## src/rtl/md_pad_pkg.sv

```systemverilog
// Shared constants for the Mega Drive pad emulation: button indices, phase codes, timeout.
// Latency: n/a (constants only).
// Backpressure: n/a.
package md_pad_pkg;

  // Host button vector bit positions (active-high)
  localparam int BTN_UP    = 0;
  localparam int BTN_DOWN  = 1;
  localparam int BTN_LEFT  = 2;
  localparam int BTN_RIGHT = 3;
  localparam int BTN_A     = 4;
  localparam int BTN_B     = 5;
  localparam int BTN_C     = 6;
  localparam int BTN_START = 7;
  localparam int BTN_X     = 8;
  localparam int BTN_Y     = 9;
  localparam int BTN_Z     = 10;
  localparam int BTN_MODE  = 11;

  // TH-low pulse count values that change the decode
  localparam logic [2:0] PH_IDLE = 3'd0;
  localparam logic [2:0] PH_XYZ  = 3'd3;
  localparam logic [2:0] PH_HI   = 3'd4;

  // ~1.5 ms at 53.69 MHz
  localparam int TIMEOUT_DEF = 80000;

endpackage

```

## src/rtl/md_pad_timeout.sv

```systemverilog
// Saturating idle timer; expire is high while the timer sits at TIMEOUT-1.
// Latency: clr takes effect on the next MCLK2 edge; expire is combinational from the count.
// Backpressure: none, free-running.
module md_pad_timeout #(
  parameter int TIMEOUT = 80000,
  parameter int TW      = 17
) (
  input  logic MCLK2,
  input  logic SRES,
  input  logic clr,
  output logic expire
);

  localparam logic [TW-1:0] LAST = TW'(TIMEOUT - 1);

  logic [TW-1:0] timer;

  assign expire = (timer == LAST);

  // Count up while idle, stop at LAST, restart from zero on any TH activity
  always_ff @(posedge MCLK2 or negedge SRES) begin
    if (!SRES) begin
      timer <= '0;
    end else if (clr) begin
      timer <= '0;
    end else if (!expire) begin
      timer <= timer + 1'b1;
    end
  end

endmodule

```

## src/rtl/md_pad6.sv

```systemverilog
// Mega Drive 3/6-button pad: TH-select mux, TH-low pulse counter, idle timeout.
// Latency: 1 MCLK2 cycle from port_o/port_d to port_i.
// Backpressure: none; pin levels are produced every cycle.
module md_pad6
  import md_pad_pkg::*;
#(
  parameter int TIMEOUT = TIMEOUT_DEF,
  parameter int TW      = 17
) (
  input  logic        MCLK2,
  input  logic        SRES,
  input  logic [6:0]  port_o,
  input  logic [6:0]  port_d,
  output logic [6:0]  port_i,
  input  logic [11:0] btn,
  input  logic        six_en,
  output logic [2:0]  phase
);

  logic        th;
  logic        th_q;
  logic        rise;
  logic        fall;
  logic [11:0] btn_q;
  logic        six_q;
  logic        six_chg;
  logic        expire;
  logic [2:0]  phase_nxt;
  logic [5:0]  d;

  // An undriven TH pin is pulled high by the pad
  assign th      = port_d[6] ? 1'b1 : port_o[6];
  assign rise    = th & ~th_q;
  assign fall    = ~th & th_q;
  // six_q is about to change this edge
  assign six_chg = (six_en != six_q);

  md_pad_timeout #(
    .TIMEOUT (TIMEOUT),
    .TW      (TW)
  ) u_timeout (
    .MCLK2  (MCLK2),
    .SRES   (SRES),
    .clr    (rise | fall | six_chg),
    .expire (expire)
  );

  // Next pulse count: a fall landing on expiry counts as the first pulse of a new sequence
  always_comb begin
    phase_nxt = phase;
    if (six_chg || !six_q) begin
      phase_nxt = PH_IDLE;
    end else if (fall && expire) begin
      phase_nxt = 3'd1;
    end else if (fall) begin
      phase_nxt = (phase == PH_HI) ? PH_HI : phase + 3'd1;
    end else if (expire && !rise) begin
      phase_nxt = PH_IDLE;
    end
  end

  // Active-low pad data selected by current TH and the count it produces
  always_comb begin
    d = 6'h3f;
    if (th) begin
      if (phase_nxt == PH_XYZ) begin
        d = {~btn_q[BTN_C], ~btn_q[BTN_B], ~btn_q[BTN_MODE],
             ~btn_q[BTN_X], ~btn_q[BTN_Y], ~btn_q[BTN_Z]};
      end else begin
        d = {~btn_q[BTN_C], ~btn_q[BTN_B], ~btn_q[BTN_RIGHT],
             ~btn_q[BTN_LEFT], ~btn_q[BTN_DOWN], ~btn_q[BTN_UP]};
      end
    end else begin
      if (phase_nxt == PH_XYZ) begin
        d = {~btn_q[BTN_START], ~btn_q[BTN_A], 4'b0000};
      end else if (phase_nxt == PH_HI) begin
        d = {~btn_q[BTN_START], ~btn_q[BTN_A], 4'b1111};
      end else begin
        d = {~btn_q[BTN_START], ~btn_q[BTN_A], 2'b00,
             ~btn_q[BTN_DOWN], ~btn_q[BTN_UP]};
      end
    end
  end

  // Register inputs, pulse count and pin levels; console drive wins over pad data (wired-AND)
  always_ff @(posedge MCLK2 or negedge SRES) begin
    if (!SRES) begin
      th_q   <= 1'b1;
      btn_q  <= '0;
      six_q  <= 1'b0;
      phase  <= PH_IDLE;
      port_i <= 7'h7f;
    end else begin
      th_q   <= th;
      btn_q  <= btn;
      six_q  <= six_en;
      phase  <= phase_nxt;
      port_i <= {th, d & (port_d[5:0] | port_o[5:0])};
    end
  end

endmodule

```

## config.mk

```make
export PLATFORM = sky130hd
export DESIGN_NAME = md_pad6
export DESIGN_NICKNAME = d
export VERILOG_FILES = /design/src/rtl/md_pad_pkg.sv /design/src/rtl/md_pad_timeout.sv /design/src/rtl/md_pad6.sv
export SDC_FILE = /design/constraint.sdc
export NUM_CORES = 1
export LEC_CHECK = 0
export CAP_MARGIN = 10
export CORE_AREA = 4 4 80 82
export CTS_CLUSTER_DIAMETER = 50
export DETAILED_ROUTE_END_ITERATION = 10
export DIE_AREA = 0 0 84 86
export PLACE_DENSITY_LB_ADDON = 0.08
export SYNTH_ARGS = -nofsm -noshare
export SYNTH_HDL_FRONTEND = slang
export SYNTH_SLANG_ARGS = --single-unit
```

## constraint.sdc

```tcl
create_clock -name MCLK2 -period 3 [get_ports MCLK2]
set_input_delay 0.3 -clock MCLK2 [delete_from_list [all_inputs] [get_ports MCLK2]]
set_output_delay 0.3 -clock MCLK2 [all_outputs]
set_load 0.1 [all_outputs]
```

==> results of run 1 <==
[state kept, by name, indices dropped and copies added (netlist names)]
signal           flops
u_timeout.timer     17
btn_q               12
port_i               7
six_q                1
phase                3
[layer usage]
metal / up-vias / track usage [%]
met3: 4 / 3.07
met4: 0 / 4.82
met1: 668 / 13.2
li1: 683 / -
met5: - / 0
met2: 28 / 21.3
[synth_stat cells, types with 2 or more instances]
master    count  area share [%]
o21ai_0       3            0.80
nand4_1       4             1.3
nor4_1        3             1.0
nand3_1       6             1.6
o41a_1        2             1.2
nor4b_1       2            0.93
or2_2         3             1.0
xnor2_1       8             3.7
inv_1         7             1.4
nand2_1      11             2.2
nor2_1       26             5.2
nor3_1       10             2.7
o32a_1        2             1.1
or3_1         2            0.67
clkbuf_1      3            0.60
a21oi_1       7             1.9
dfstp_2       7             9.8
ha_1          6             4.0
nor2b_1       2            0.67
dfrtp_1      33              44
xor2_1        7             3.3
and3_1        3             1.0
o22a_1        2            0.93
[cells in the final DEF (no fill, tap or decap), drive strengths merged, types with 3 or more instances in the layout]
cell	instances
nand3	6
dfrtp	33
and3	3
nor3	10
or2	4
clkdlybuf4s50	27
nand4	5
xor2	7
nor4	4
inv	8
nor2	26
buf	13
ha	6
a21oi	7
clkbuf	6
xnor2	8
nand2	11
dfstp	7
clkinv	3
o21ai	3
[cell type report]
cell class                 count  area, sq um  area share, %
clock buffer                   6         82.6           3.45
clock inverter                 2         10.0          0.418
inverter                       9         36.3           1.52
multi-input combinational    120          795           33.2
sequential                    40         1010           42.2
tap                           75         93.8           3.92
timing repair buffer          40          365           15.3
[critical path: stages (launching register included)]
cell and delay (ps):
dfrtp_1 410, ha_1 220, nand2_1 90, or2_1 320, o41a_1 470, o221ai_4 260
inv_4 90, nor4_4 310, o32a_1 220
[power by group]
group / leakage (nW) / switching, mW / total, mW / internal (mW)
sequential: 0.503 / 0.0106 / 0.574 / 0.564
clock: 0.0510 / 0.179 / 0.363 / 0.183
combinational: 0.431 / 0.101 / 0.160 / 0.0593
[cells by family after synthesis]
family | Yosys count | share of synthesized area (%)
AOI/OAI and AO/OA | 22 | 10.2
and+or+nand+nor | 77 | 21.2
adders and majority gates | 6 | 4.01
DFF | 40 | 53.9
buffers and inverters | 15 | 3.74
xor gates and xnor gates | 15 | 7.01
[final timing paths]
kind / endpoint / slack, ps / from
min reg2reg: port_i[4] / 510 / btn_q[5]
max in group asynchronous: phase[0] / 2300 / SRES
max reg2reg: port_i[0] / 540 / u_timeout.timer[0]
min in group MCLK2: btn_q[2] / 450 / btn[2]
min: u_timeout.timer[9] / 120 / SRES
max: port_i[0] / 540 / u_timeout.timer[0]
[through the flow]
| step | total power [mW] | utilization, % | setup slack (ps) | area [sq um] |
|---|---|---|---|---|
| final | 1.10 | 41.6 | 538 | 2390 |
| after global routing | 1.15 | 41.6 | 368 | 2390 |
| after CTS | 1.12 | 41.6 | 522 | 2390 |
| after detailed placement | 0.747 | 40.0 | 243 | 2300 |
| after global placement | 0.745 | 40.0 | 308 | 2300 |
| after floorplan | 0.679 | - | 584 | 1870 |
==> flow_metrics.py, run 1 <==
metrics = {
    "synthesis": {
        "synth-edff-count": 0,
        "synth_seq_cells": 40,
        "syn_nets": 210,
        "synth.avg_cell_area_sq_um": 10.7,
        "ys.flop_type": "dfrtp_1",
        "yosysWarnings": 0,
        "synth.cell_area_sq_um": 1870,
        "postSynth.asyncResetShare_pct": 100,
        "synthCells": 175,
        "ys_types": 39,
        "ys_seq_area_share_pct": 53.9,
    },
    "drt": {
        "wl_met2_um": 2030,
        "antenna_left": 0,
        "dr_wl_met3_um": 158,
        "first_iter_violations": 38,
        "wirelength_um": 3860,
        "drc_errors": 0,
        "drt_first_pass_iters": 4,
        "wl_per_cell_um": 13.2,
        "via_per_inst": 4.74,
        "num_vias": 1383,
        "drt-met1-wl_um": 1600,
        "top_layer": "met4",
    },
    "timing": {
        "holdWs_ps": 125,
        "min_period_over_period_pct": 82.1,
        "min_period_ps": 2460,
        "finalSetupTns_ps": 0,
        "finalClockSkew_ps": 5.86,
        "setup_violations": 0,
        "rsz0062_at_grt": "false",
        "hold_viol": 0,
        "worstMarginPinSlew_ps": 891,
        "max_freq_mhz": 406,
        "slew_viol_final": 0,
        "maxSlewHeadroom_pct": 40.6,
    },
    "cts": {
        "hold_buffers": 0,
        "clock_path_buffers": 2,
        "clk_latency_ps": 290,
        "htreeDepth": 2,
        "clkSlewWorstSetupHoldPaths_ps": 80,
        "cts_resized": 0,
        "cts-root-buf": "clkbuf_8",
        "clock-sinks": 40,
        "post_cts_buffers": 0,
        "cts_buffers": 5,
        "cts_tree": "yes",
    },
    "final_layout": {
        "fin_nets": 251,
        "drive_gt1_share_pct": 17.1,
        "layout.cells.non_filler": 292,
        "area_delta_synth_final_pct": 27.6,
        "antenna_cells": 0,
        "nFillCells": 566,
    },
    "status": {
        "status": "finished, final reports clean",
    },
    "setup_path": {
        "cp.arrival_ps": 2690,
        "critPathKind": "flop to flop",
        "path_max_fanout": 7,
        "endpoint_kind": "flop",
        "critical_path_required_ps": 3220,
        "startpoint_type": "flop",
        "reg2regPathDepth": 8,
    },
    "floorplan": {
        "start_util_pct": 32.6,
        "coreArea_sq_um": 5750,
        "die_h_um": 86,
        "row_count": 28,
        "dieWidth_um": 84,
        "die_area_sq_um": 7220,
        "ioPinCount": 39,
    },
    "worst_hold_path": {
        "hold_class": "primary input to async pin",
    },
    "placement": {
        "dp.cells": 284,
        "gp_congestion": 0.708,
        "hpwl_um": 2950,
        "io_buffers": 38,
    },
    "grt": {
        "grt_overflow_total": 0,
        "grt_pass1_wl_um": 6670,
        "grt_pass1_vias": 1488,
        "grt_max_degree": 41,
        "antenna_found_initial": 0,
        "grt_util_all_layers_pct": 11.8,
    },
    "flow_run": {
        "cap_viol_max_count": 0,
    },
    "power_and_ir_drop": {
        "static-leakage-power_nw": 0.985,
        "power_density_nw_per_um2": 459,
        "peakVddDrop_mv": 0.213,
    },
}
(Power assumes the default switching activity.)
==> run 2, diff against run 1 <==
==> constraint.sdc (replaced) <==
create_clock -name MCLK2 -period 2.5 [get_ports MCLK2]
set_input_delay 0.25 -clock MCLK2 [delete_from_list [all_inputs] [get_ports MCLK2]]
set_output_delay 0.25 -clock MCLK2 [all_outputs]
set_load 0.1 [all_outputs]
==> flow_metrics.py, run 2 (synthesized netlist as in run 1, its figures left out) <==
metrics = {
    "status": {
        "status": "finished, final reports clean",
    },
    "drt": {
        "num_vias": 1416,
        "drc_errors": 0,
        "wirelength_um": 3960,
        "antenna_left": 0,
        "drt_first_pass_iters": 4,
        "first_iter_violations": 45,
        "via_per_inst": 4.74,
        "wl_per_cell_um": 13.2,
    },
    "grt": {
        "grt_util_all_layers_pct": 12.1,
        "grt_overflow_total": 0,
        "grt_pass1_vias": 1549,
        "grt_pass1_wl_um": 7020,
        "grt_max_degree": 41,
        "antenna_found_initial": 0,
    },
    "final_layout": {
        "fin_nets": 258,
        "nFillCells": 578,
        "drive_gt1_share_pct": 19.6,
        "final_common_cell": "dfrtp_1",
        "sequential_cell_area_sq_um": 1010,
        "multiInputGateArea_sq_um": 801,
        "largest_reg_flops": 17,
        "area_delta_synth_final_pct": 31.6,
        "final_cell_mix": "33 x dfrtp_1, 27 x clkdlybuf4s50_1, 26 x nor2_1",
        "antenna_cells": 0,
        "top_register": "u_timeout.timer",
        "final_core_util_pct": 42.9,
        "top_regs": "u_timeout.timer (17), btn_q (12), port_i (7)",
    },
    "setup_path": {
        "startpoint_type": "flop",
        "endpoint_kind": "flop",
        "critPathKind": "flop to flop",
        "critical_path_required_ps": 2710,
        "cp.arrival_ps": 2560,
        "path_max_fanout": 7,
    },
    "power_and_ir_drop": {
        "static-leakage-power_nw": 1.02,
        "power_density_nw_per_um2": 570,
        "peakVddDrop_mv": 0.389,
    },
    "floorplan": {
        "start_util_pct": 32.6,
        "die_area_sq_um": 7220,
        "ioPinCount": 39,
        "dieWidth_um": 84,
        "die_h_um": 86,
        "coreArea_sq_um": 5750,
        "row_count": 28,
    },
    "timing": {
        "hold_viol": 0,
        "rsz0062_at_grt": "false",
        "worstMarginPinSlew_ps": 891,
        "holdWs_ps": 88.5,
        "min_period_ps": 2340,
        "finalClockSkew_ps": 4.09,
        "setup_violations": 0,
        "min_period_over_period_pct": 93.7,
        "slew_viol_final": 0,
        "max_freq_mhz": 427,
        "maxSlewHeadroom_pct": 40.6,
    },
    "cts": {
        "htreeDepth": 2,
        "clkSlewWorstSetupHoldPaths_ps": 80,
        "clk_latency_ps": 280,
        "post_cts_buffers": 0,
        "cts_buffers": 5,
        "clock-sinks": 40,
        "cts_tree": "yes",
        "cts_resized": 0,
        "clock_path_buffers": 2,
        "cts-root-buf": "clkbuf_8",
        "hold_buffers": 0,
    },
    "flow_run": {
        "cap_viol_max_count": 0,
    },
    "placement": {
        "io_buffers": 38,
        "gp_congestion": 0.789,
        "hpwl_um": 3060,
    },
    "worst_hold_path": {
        "hold_class": "primary input to async pin",
    },
}
==> run 2: path summary, 6_finish.rpt <==
kind	from	to	slack [ps]	cells past startpoint
max in group asynchronous	SRES	u_timeout.timer[0]	1860	1
hold / removal	SRES	phase[0]	90	1
min in group MCLK2	btn[10]	btn_q[10]	390	1
setup reg to reg	u_timeout.timer[0]	port_i[2]	160	8
hold reg to reg	btn_q[5]	port_i[4]	520	2
setup / recovery	u_timeout.timer[0]	port_i[2]	160	8
==> run 2: power breakdown <==
group          switching (mW)  total (mW)  leakage, nW  internal (mW)
logic                   0.123       0.201        0.467         0.0776
registers              0.0125       0.689        0.503          0.676
clock network           0.219       0.516       0.0552          0.296
total                   0.355        1.40         1.02           1.05
==> run 2: critical path, cell delays in order (launching register included) <==
cell and delay [ps]:
dfrtp_1 410, ha_1 220, nand2_1 90, or2_1 320, o41a_1 470, o221ai_4 220
buf_4 170, nor4_1 50, o41a_1 320
==> run 2: per-layer routing <==
metal,GRT usage (%),up-vias,share of wire [%]
li1,-,707,-
met3,4.13,4,4.5
met4,3.36,0,0.91
met1,14.0,675,41
met2,21.5,30,53
met5,0,-,0
==> run 2: layout make-up <==
cell class	instances	share of cell area, %
Tap cell	75	3.81
Sequential cell	40	40.9
Timing Repair Buffer	47	16.9
Clock buffer	6	2.94
Inverter	9	1.47
Clock inverter	2	1.42
Multi-Input combinational cell	120	32.5
==> run 2: through the flow <==
stage               total power, mW  setup TNS (ps)  cell area, sq um  setup WS, ps  cells
finish                         1.40               0              2470           158    299
global route                   1.46               0              2470          28.4    299
CTS                            1.42               0              2460          92.9    299
detailed placement            0.905            -175              2350         -49.3    291
global placement              0.901           -1.20              2350        -0.665    291
floorplan                     0.815               0              1870          95.2    175
==> run 3, diff against run 2 <==
--- a/config.mk
+++ b/config.mk
@@ -6,10 +6,10 @@
 export NUM_CORES = 1
 export LEC_CHECK = 0
 export CAP_MARGIN = 10
-export CORE_AREA = 4 4 80 82
+export CORE_AREA = 2 2 78 80
 export CTS_CLUSTER_DIAMETER = 50
 export DETAILED_ROUTE_END_ITERATION = 10
-export DIE_AREA = 0 0 84 86
+export DIE_AREA = 0 0 80 82
 export PLACE_DENSITY_LB_ADDON = 0.08
 export SYNTH_ARGS = -nofsm -noshare
 export SYNTH_HDL_FRONTEND = slang
==> flow_metrics.py, run 3 (synthesized netlist as in run 1, its figures left out) <==
metrics = {
    "final_layout": {
        "largest_reg_flops": 17,
        "final_cell_mix": "33 x dfrtp_1, 27 x clkdlybuf4s50_1, 26 x nor2_1",
        "area_delta_synth_final_pct": 31.4,
        "antenna_cells": 0,
        "multiInputGateArea_sq_um": 797,
        "top_regs": "u_timeout.timer (17), btn_q (12), port_i (7)",
        "final_common_cell": "dfrtp_1",
        "layout.cells.non_filler": 299,
        "top_register": "u_timeout.timer",
        "nFillCells": 578,
        "drive_gt1_share_pct": 19.6,
        "fin_area_sq_um": 2460,
        "fin_nets": 258,
        "sequential_cell_area_sq_um": 1010,
    },
    "timing": {
        "slew_viol_final": 0,
        "rsz0062_at_grt": "false",
        "finalClockSkew_ps": 5.00,
        "worstMarginPinSlew_ps": 880,
        "min_period_ps": 2330,
        "max_freq_mhz": 430,
        "min_period_over_period_pct": 93.1,
        "maxSlewHeadroom_pct": 41.4,
        "hold_viol": 0,
        "setup_violations": 0,
    },
    "drt": {
        "wl_per_cell_um": 12.6,
        "via_per_inst": 4.65,
        "antenna_left": 0,
        "drt_first_pass_iters": 4,
        "num_vias": 1389,
        "wirelength_um": 3760,
        "drc_errors": 0,
        "first_iter_violations": 55,
    },
    "floorplan": {
        "ioPinCount": 39,
        "row_count": 28,
        "start_util_pct": 32.6,
        "dieWidth_um": 80,
        "die_h_um": 82,
        "die_area_sq_um": 6560,
        "coreArea_sq_um": 5750,
    },
    "power_and_ir_drop": {
        "peakVddDrop_mv": 0.313,
        "p_seq_share_pct": 48.9,
        "p_clk_share_pct": 37.2,
        "p_sw_share_pct": 25.6,
        "combPwrFrac_pct": 13.9,
        "p_switching_mw": 0.359,
        "static-leakage-power_nw": 1.02,
        "power_density_nw_per_um2": 571,
        "p_int_mw": 1.05,
    },
    "setup_path": {
        "critPathKind": "flop to flop",
        "critical_path_required_ps": 2740,
        "startpoint_type": "flop",
        "path_max_fanout": 7,
        "endpoint_kind": "flop",
        "cp.arrival_ps": 2570,
    },
    "cts": {
        "clk_latency_ps": 290,
        "cts_tree": "yes",
        "hold_buffers": 0,
        "cts-root-buf": "clkbuf_8",
        "clock-sinks": 40,
        "clkSlewWorstSetupHoldPaths_ps": 80,
        "clock_path_buffers": 2,
        "cts_buffers": 5,
        "htreeDepth": 2,
    },
    "flow_run": {
        "cap_viol_max_count": 0,
    },
    "grt": {
        "grt_util_all_layers_pct": 12.9,
        "grt_pass1_wl_um": 6440,
        "antenna_found_initial": 0,
        "grt_max_degree": 41,
        "grt_pass1_vias": 1375,
        "grt_overflow_total": 0,
    },
    "placement": {
        "postPlaceCellArea_sq_um": 2350,
        "hpwl_um": 2850,
        "io_buffers": 38,
        "gp_congestion": 0.771,
        "dp.cells": 291,
    },
    "worst_hold_path": {
        "hold_class": "primary input to async pin",
    },
    "status": {
        "status": "finished, final reports clean",
    },
}
[run 3: cell count changes in the layout (fill, tap and decap cells not counted)]
cell	previous run	this run
nor4b_1	1	2
nor4b_2	1	0
or2_4	0	1
or2_1	1	0
[run 3: power groups by stage]
stage,clock (mW),sequential [mW],combinational (mW)
CTS,0.535,0.688,0.200
global placement,0,0.701,0.197
finish,0.523,0.688,0.196
detailed placement,0,0.700,0.200
global route,0.561,0.691,0.212
floorplan,0,0.760,0.0553
[run 3: what timing repair did]
action	4_1_cts	5_1_grt
setup endpoints to repair	0	4
resized for setup	0	1
setup buffers	0	0
[run 3: worst paths after layout]
path                                    start                  end  slack, ps  cells after the start
min reg2reg                          btn_q[5]            port_i[4]        510                      2
max                        u_timeout.timer[0]            port_i[1]        170                      8
min in group MCLK2                    btn[10]            btn_q[10]        390                      1
max in group asynchronous                SRES            btn_q[10]       1880                      1
max reg2reg                u_timeout.timer[0]            port_i[1]        170                      8
min                                      SRES  u_timeout.timer[15]         60                      1
[run 3: worst max-delay path, stage by stage (launching register included)]
cell,delay (ps)
dfrtp_1,410
ha_1,220
nand2_1,110
or2_4,280
o41a_1,440
o221ai_4,220
inv_4,70
nor4_4,310
o32a_1,220
[run 3: layout make-up]
cell class	count	share of cell area (%)
tap	75	3.81
multi-input combinational	120	32.4
clock inverter	2	1.42
sequential	40	41.0
timing repair buffer	47	17.0
inverter	9	1.47
clock buffer	6	2.95
[run 3: routing by layer]
metal	part of all wire [%]	wire, um	vias up	global-route usage [%]
li1	-	-	697	-
met1	43	1610	659	15.2
met2	52	1950	27	22.4
met3	4.0	149	6	3.52
met4	1.4	51	0	4.58
met5	0	0	-	0
[run 3: metrics by stage]
stage               setup WS [ps]  TNS, ps  hold slack [ps]  power, mW  util [%]
finish                        172        0             56.4       1.41      42.9
global route                 1.98        0              145       1.46      42.9
CTS                          90.7        0              104       1.42      42.8
detailed placement          -56.7     -179              425      0.900      40.9
global placement            -2.62    -5.10              419      0.897      40.9
floorplan                    95.2        0            -45.6      0.815         -
==> RTL change 1: new RTL, settings of run 3 <==
Put one more register stage on the output `phase`, without a reset. The value now appears one clock later. The other outputs are not delayed to match.
--- a/src/rtl/md_pad6.sv
+++ b/src/rtl/md_pad6.sv
@@ -17,4 +17,6 @@
   output logic [2:0]  phase
 );
+
+  logic [2:0] phase_s0;
 
   logic        th;
@@ -48,5 +50,5 @@
   // Next pulse count: a fall landing on expiry counts as the first pulse of a new sequence
   always_comb begin
-    phase_nxt = phase;
+    phase_nxt = phase_s0;
     if (six_chg || !six_q) begin
       phase_nxt = PH_IDLE;
@@ -54,5 +56,5 @@
       phase_nxt = 3'd1;
     end else if (fall) begin
-      phase_nxt = (phase == PH_HI) ? PH_HI : phase + 3'd1;
+      phase_nxt = (phase_s0 == PH_HI) ? PH_HI : phase_s0 + 3'd1;
     end else if (expire && !rise) begin
       phase_nxt = PH_IDLE;
@@ -89,5 +91,5 @@
       btn_q  <= '0;
       six_q  <= 1'b0;
-      phase  <= PH_IDLE;
+      phase_s0 <= PH_IDLE;
       port_i <= 7'h7f;
     end else begin
@@ -95,9 +97,13 @@
       btn_q  <= btn;
       six_q  <= six_en;
-      phase  <= phase_nxt;
+      phase_s0 <= phase_nxt;
       port_i <= {th, d & (port_d[5:0] | port_o[5:0])};
     end
   end
 
+  always_ff @(posedge MCLK2) begin
+    phase <= phase_s0;
+  end
+
 endmodule
 
Check against the original RTL: not equivalent (a bounded check fails within 4 cycles, from zero or initial values).
==> RTL change 1 against run 3 <==
Final area increased by 3.7%. Worst hold slack better by 0.012 ns. Largest cell class unchanged. Setup slack improved by 0.12 ns. Sequential share of layout area is 0.89 points higher. Final cell count up 0.33%. Count of clock-buffer cells in the layout grew 1. Largest power group unchanged. Register-to-register slack improved by 0.19 ns. Wire length increased by 12%. Sequential cell count rose by 3. Power shrank 2.0%. Synthesized area up 9.3%.
==> RTL change 1: results (changes against run 3) <==
metric,value,unit,change
Hold WC Path Type,primary input to asynchronous set/reset pin,,unchanged
routed wire length,4190,um,was 3760 um
Placer Congestion,0.797,,was 0.771
total CTS buffers,5,,unchanged
met1 WL,2020,um,was 1610 um
total internal power,1.02,mW,was 1.05 mW
global-route wire length before repair,7170,um,was 6440 um
final clock skew,0.0132,ns,was 0.00500 ns
DP Area,2460,um^2,was 2350 um^2
"slowest stage delay, CP",0.47,ns,was 0.44 ns
post-synthesis compound-gate area fraction,12.4,%,was 10.2%
gr usage total,14.4,%,was 12.9%
Reg-to-Reg Start,port_i[6],,was u_timeout.timer[0]
adder-cell area share of the yosys netlist,3.67,%,was 4.01%
status,finished clean,,unchanged
worst reg-to-reg setup slack,0.36,ns,was 0.17 ns
switching portion of total power,26.2,%,was 25.6%
hold_ws,0.0682,ns,was 0.0564 ns
share of cells above drive strength 1,17.8,%,was 19.6%
mux share of post-synthesis cell area,0.550,%,was 0%
"Largest delay share family, worst path",simple AND/OR/NAND/NOR gates,,was compound AO/OA/AOI/OAI gates
sequential logic power,0.736,mW,was 0.688 mW
Synth Net Count,218,,was 210
"worst slack, placed",0.0372,ns,was -0.0567 ns
post-route cell area,2550,um^2,was 2460 um^2
GR Util met3,4.18,%,was 3.52%
Worst Tran Pin Value,0.889,ns,was 0.880 ns
clock power share,32.7,%,was 37.2%
register area share after synthesis,52.2,%,was 53.9%
Initial DRC Count,66,,was 55
Lkg Pwr,1.07,nW,was 1.02 nW
Worst R2R Path Depth,6,,was 8
met1 global-route usage,19.5,%,was 15.2%
WL/cell,14.0,um,was 12.6 um
WP data arrival,2.42,ns,was 2.57 ns
DP HPWL,3180,um,was 2850 um
"Slowest-stage cell, CP",a311oi_2,,was o41a_1
Synth cell types,46,,was 39
crit-path max FO,9,,was 7
Synth async-reset ratio,93.0,%,was 100%
met3 wire len,200,um,was 149 um
Worst VDD drop,0.271,mV,was 0.313 mV
Post-Synth XOR/XNOR Area,4.70,%,was 7.01%
met2 WL,1910,um,was 1950 um
Inst Count DP,292,,was 291
Post-synth top cells,"dfrtp_1 (33), nor2_1 (27), nand2_1 (12)",,"was dfrtp_1 (33), nor2_1 (26), nand2_1 (11)"
[RTL change 1: layout make-up]
class / count / area share (%)
inverters: 7 / 1.03
clock inverters: 1 / 0.196
well taps: 75 / 3.67
clock buffers: 7 / 3.38
multi-input cells: 127 / 35.5
flip-flops and latches: 43 / 41.9
repair buffers: 40 / 14.3
[RTL change 1: cell families after synthesis]
kind of cell,count (synthesis)
AND/OR/NAND/NOR,80
flip-flops,43
AO/OA/AOI/OAI,29
buffers and inverters,13
XOR/XNOR,11
adder cells (fa/ha/maj),6
multiplexers,1
[RTL change 1: how the worst max path moves through the flow]
stage	from	endpoint	slack [ns]	cells after the start
floorplan	port_d[6]	port_i[0]	0.56	9
global placement	port_d[6]	port_i[1]	0.16	8
detailed placement	port_d[6]	port_i[1]	0.04	8
CTS	port_d[6]	port_i[1]	0.36	8
global route	port_d[6]	port_i[0]	0.13	8
finish	port_d[6]	port_i[1]	0.29	8
==> RTL change 2: new RTL, config.mk and constraints of run 3 <==
Made on the original files. `TW` is set to 17 in 2 places; all go to 34.
--- a/src/rtl/md_pad_timeout.sv
+++ b/src/rtl/md_pad_timeout.sv
@@ -4,5 +4,5 @@
 module md_pad_timeout #(
   parameter int TIMEOUT = 80000,
-  parameter int TW      = 17
+  parameter int TW      = 34
 ) (
   input  logic MCLK2,
--- a/src/rtl/md_pad6.sv
+++ b/src/rtl/md_pad6.sv
@@ -6,5 +6,5 @@
 #(
   parameter int TIMEOUT = TIMEOUT_DEF,
-  parameter int TW      = 17
+  parameter int TW      = 34
 ) (
   input  logic        MCLK2,
Check against the original RTL: no difference found for any inputs over 10 cycles, from zero or initial values; that may be too few to reach the edited logic, so the function may still have changed.
==> RTL change 2 against run 3 <==
Clock power grew 89%. Global-route usage grew 8.8 points. Worst hold slack gained 0.29 ns. Wire length grew 72%. Via count grew 70%. Setup slack lost 0.60 ns. Final cell count grew 52%. Sequential cell count grew 17. Combinational power grew 22%. Final area grew 58%. The run now ends with negative setup slack left. Power grew 55%. Clock skew grew 0.0028 ns. Synthesized area grew 47%. Utilization grew 25 points.
==> RTL change 2: results (changes against run 3) <==
metric,value,unit,change
filler instances,471,,was 578
Setup WS post-layout,-0.424,ns,was 0.172 ns
Synth async-reset ratio,100,%,unchanged
Worst VDD drop,0.386,mV,was 0.313 mV
Mapped Avg Cell Area,10.1,um^2,was 10.7 um^2
routed wire length,6450,um,was 3760 um
setup TNS,-1.75,ns,was 0 ns
final clock skew,0.00782,ns,was 0.00500 ns
total CTS buffers,9,,was 5
critical path capture point,port_i[2],,was port_i[1]
antenna cells,0,,unchanged
met1 WL,2970,um,was 1610 um
met2 WL,3200,um,was 1950 um
NumNets Final,408,,was 258
H-tree Lvls,3,,was 2
failing checks,negative setup slack,,
status,"finished, violations left",,was finished clean
register area share after synthesis,52.2,%,was 53.9%
met1 global-route usage,29.9,%,was 15.2%
M2 GR Usage,34.3,%,was 22.4%
Hold WC Path Type,primary input to register,,was primary input to asynchronous set/reset pin
Post-synth top cells,"dfrtp_1 (50), nor2_1 (36), nand2_1 (18)",,"was dfrtp_1 (33), nor2_1 (26), nand2_1 (11)"
drt first pass iters,4,,unchanged
routed vias/inst,5.21,,was 4.65
"worst slack, placed",-0.433,ns,was -0.0567 ns
DP Area,3580,um^2,was 2350 um^2
Critical Path Start,u_timeout.timer[10],,was u_timeout.timer[0]
vias in the first global route,2388,,was 1375
gr usage total,21.7,%,was 12.9%
GRT overflow,0,,unchanged
largest net degree at the start of global routing,24,,was 41
Synth Net Count,307,,was 210
Inst Count DP,432,,was 291
Post-DRT Antenna Nets,0,,unchanged
Initial DRC Count,114,,was 55
GR Util met3,3.63,%,was 3.52%
Lkg Pwr,1.67,nW,was 1.02 nW
worst-skew pair later-pin latency,0.34,ns,was 0.29 ns
root buffer cell,clkbuf_8,,unchanged
crit-path max FO,4,,was 7
Placer Congestion,0.861,,was 0.771
Setup Viol. Count Final,8,,was 0
share of cells above drive strength 1,30.4,%,was 19.6%
global-route wire length before repair,10900,um,was 6440 um
critical path required time,2.77,ns,was 2.74 ns
synth top area cells,"dfrtp_1 (46%), dfstp_2 (6.7%), xnor2_1 (5.1%)",,"was dfrtp_1 (44%), dfstp_2 (9.8%), nor2_1 (5.2%)"
met3 wire len,220,um,was 149 um
Worst R2R Path Depth,6,,was 8
hold_ws,0.343,ns,was 0.0564 ns
Slew HR,64.6,%,was 41.4%
DP HPWL,4720,um,was 2850 um
biggest regs,"u_timeout.timer: 34 flops, btn_q: 12 flops, port_i: 7 flops",,"was u_timeout.timer: 17 flops, btn_q: 12 flops, port_i: 7 flops"
total number of vias,2358,,was 1389
Synth cell types,46,,was 39
-- RTL change 2: cells by family (layout without fill, tap and decap cells) --
group,count (synthesis),in the layout,share of synthesized area [%]
flops,57,57,52.2
compound gates,38,38,9.92
fa+ha+maj,6,6,2.73
xor+xnor,23,23,7.33
simple gates,129,129,24.7
buf+inv,19,125,3.14
-- RTL change 2: worst min-delay path by stage --
stage                       from             endpoint  cells after the start
after global routing      btn[8]             btn_q[8]                      1
after detailed placement    SRES  u_timeout.timer[15]                      1
after global placement      SRES  u_timeout.timer[15]                      1
after CTS                 btn[8]             btn_q[8]                      1
after floorplan             SRES             btn_q[0]                      0
final                     btn[8]             btn_q[8]                      1
-- RTL change 2: power by group --
part	switching (mW)	total [mW]	internal, mW	leakage (nW)
logic	0.145	0.239	0.0938	0.816
clock network	0.377	0.988	0.612	0.115
registers	0.00782	0.959	0.951	0.740
total	0.530	2.19	1.66	1.67
-- RTL change 2: final cells by class --
cell class	instances	area [um^2]	share of cell area, %
Sequential cell	57	1440	36.8
Multi-Input combinational cell	196	1280	32.9
Timing Repair Buffer	98	820	21.0
Clock buffer	11	151	3.88
Tap cell	75	93.8	2.41
Clock inverter	5	77.6	1.99
Inverter	11	41.3	1.06
-- RTL change 2: worst max-delay path: stages, from the launching register on --
cell	delay (ns)
dfrtp_1	0.38
or4_4	0.53
or4_4	0.56
o41a_4	0.38
o221a_4	0.26
or4b_4	0.55
o221ai_2	0.19
-- RTL change 2: repair_timing --
item,4_1_cts,5_1_grt
endpoints found under the setup margin,9,21
hold buffers,1,0
pin swaps,3,7
endpoints found under the hold margin,21,0
buffers inserted,3,2
resized for setup,3,5
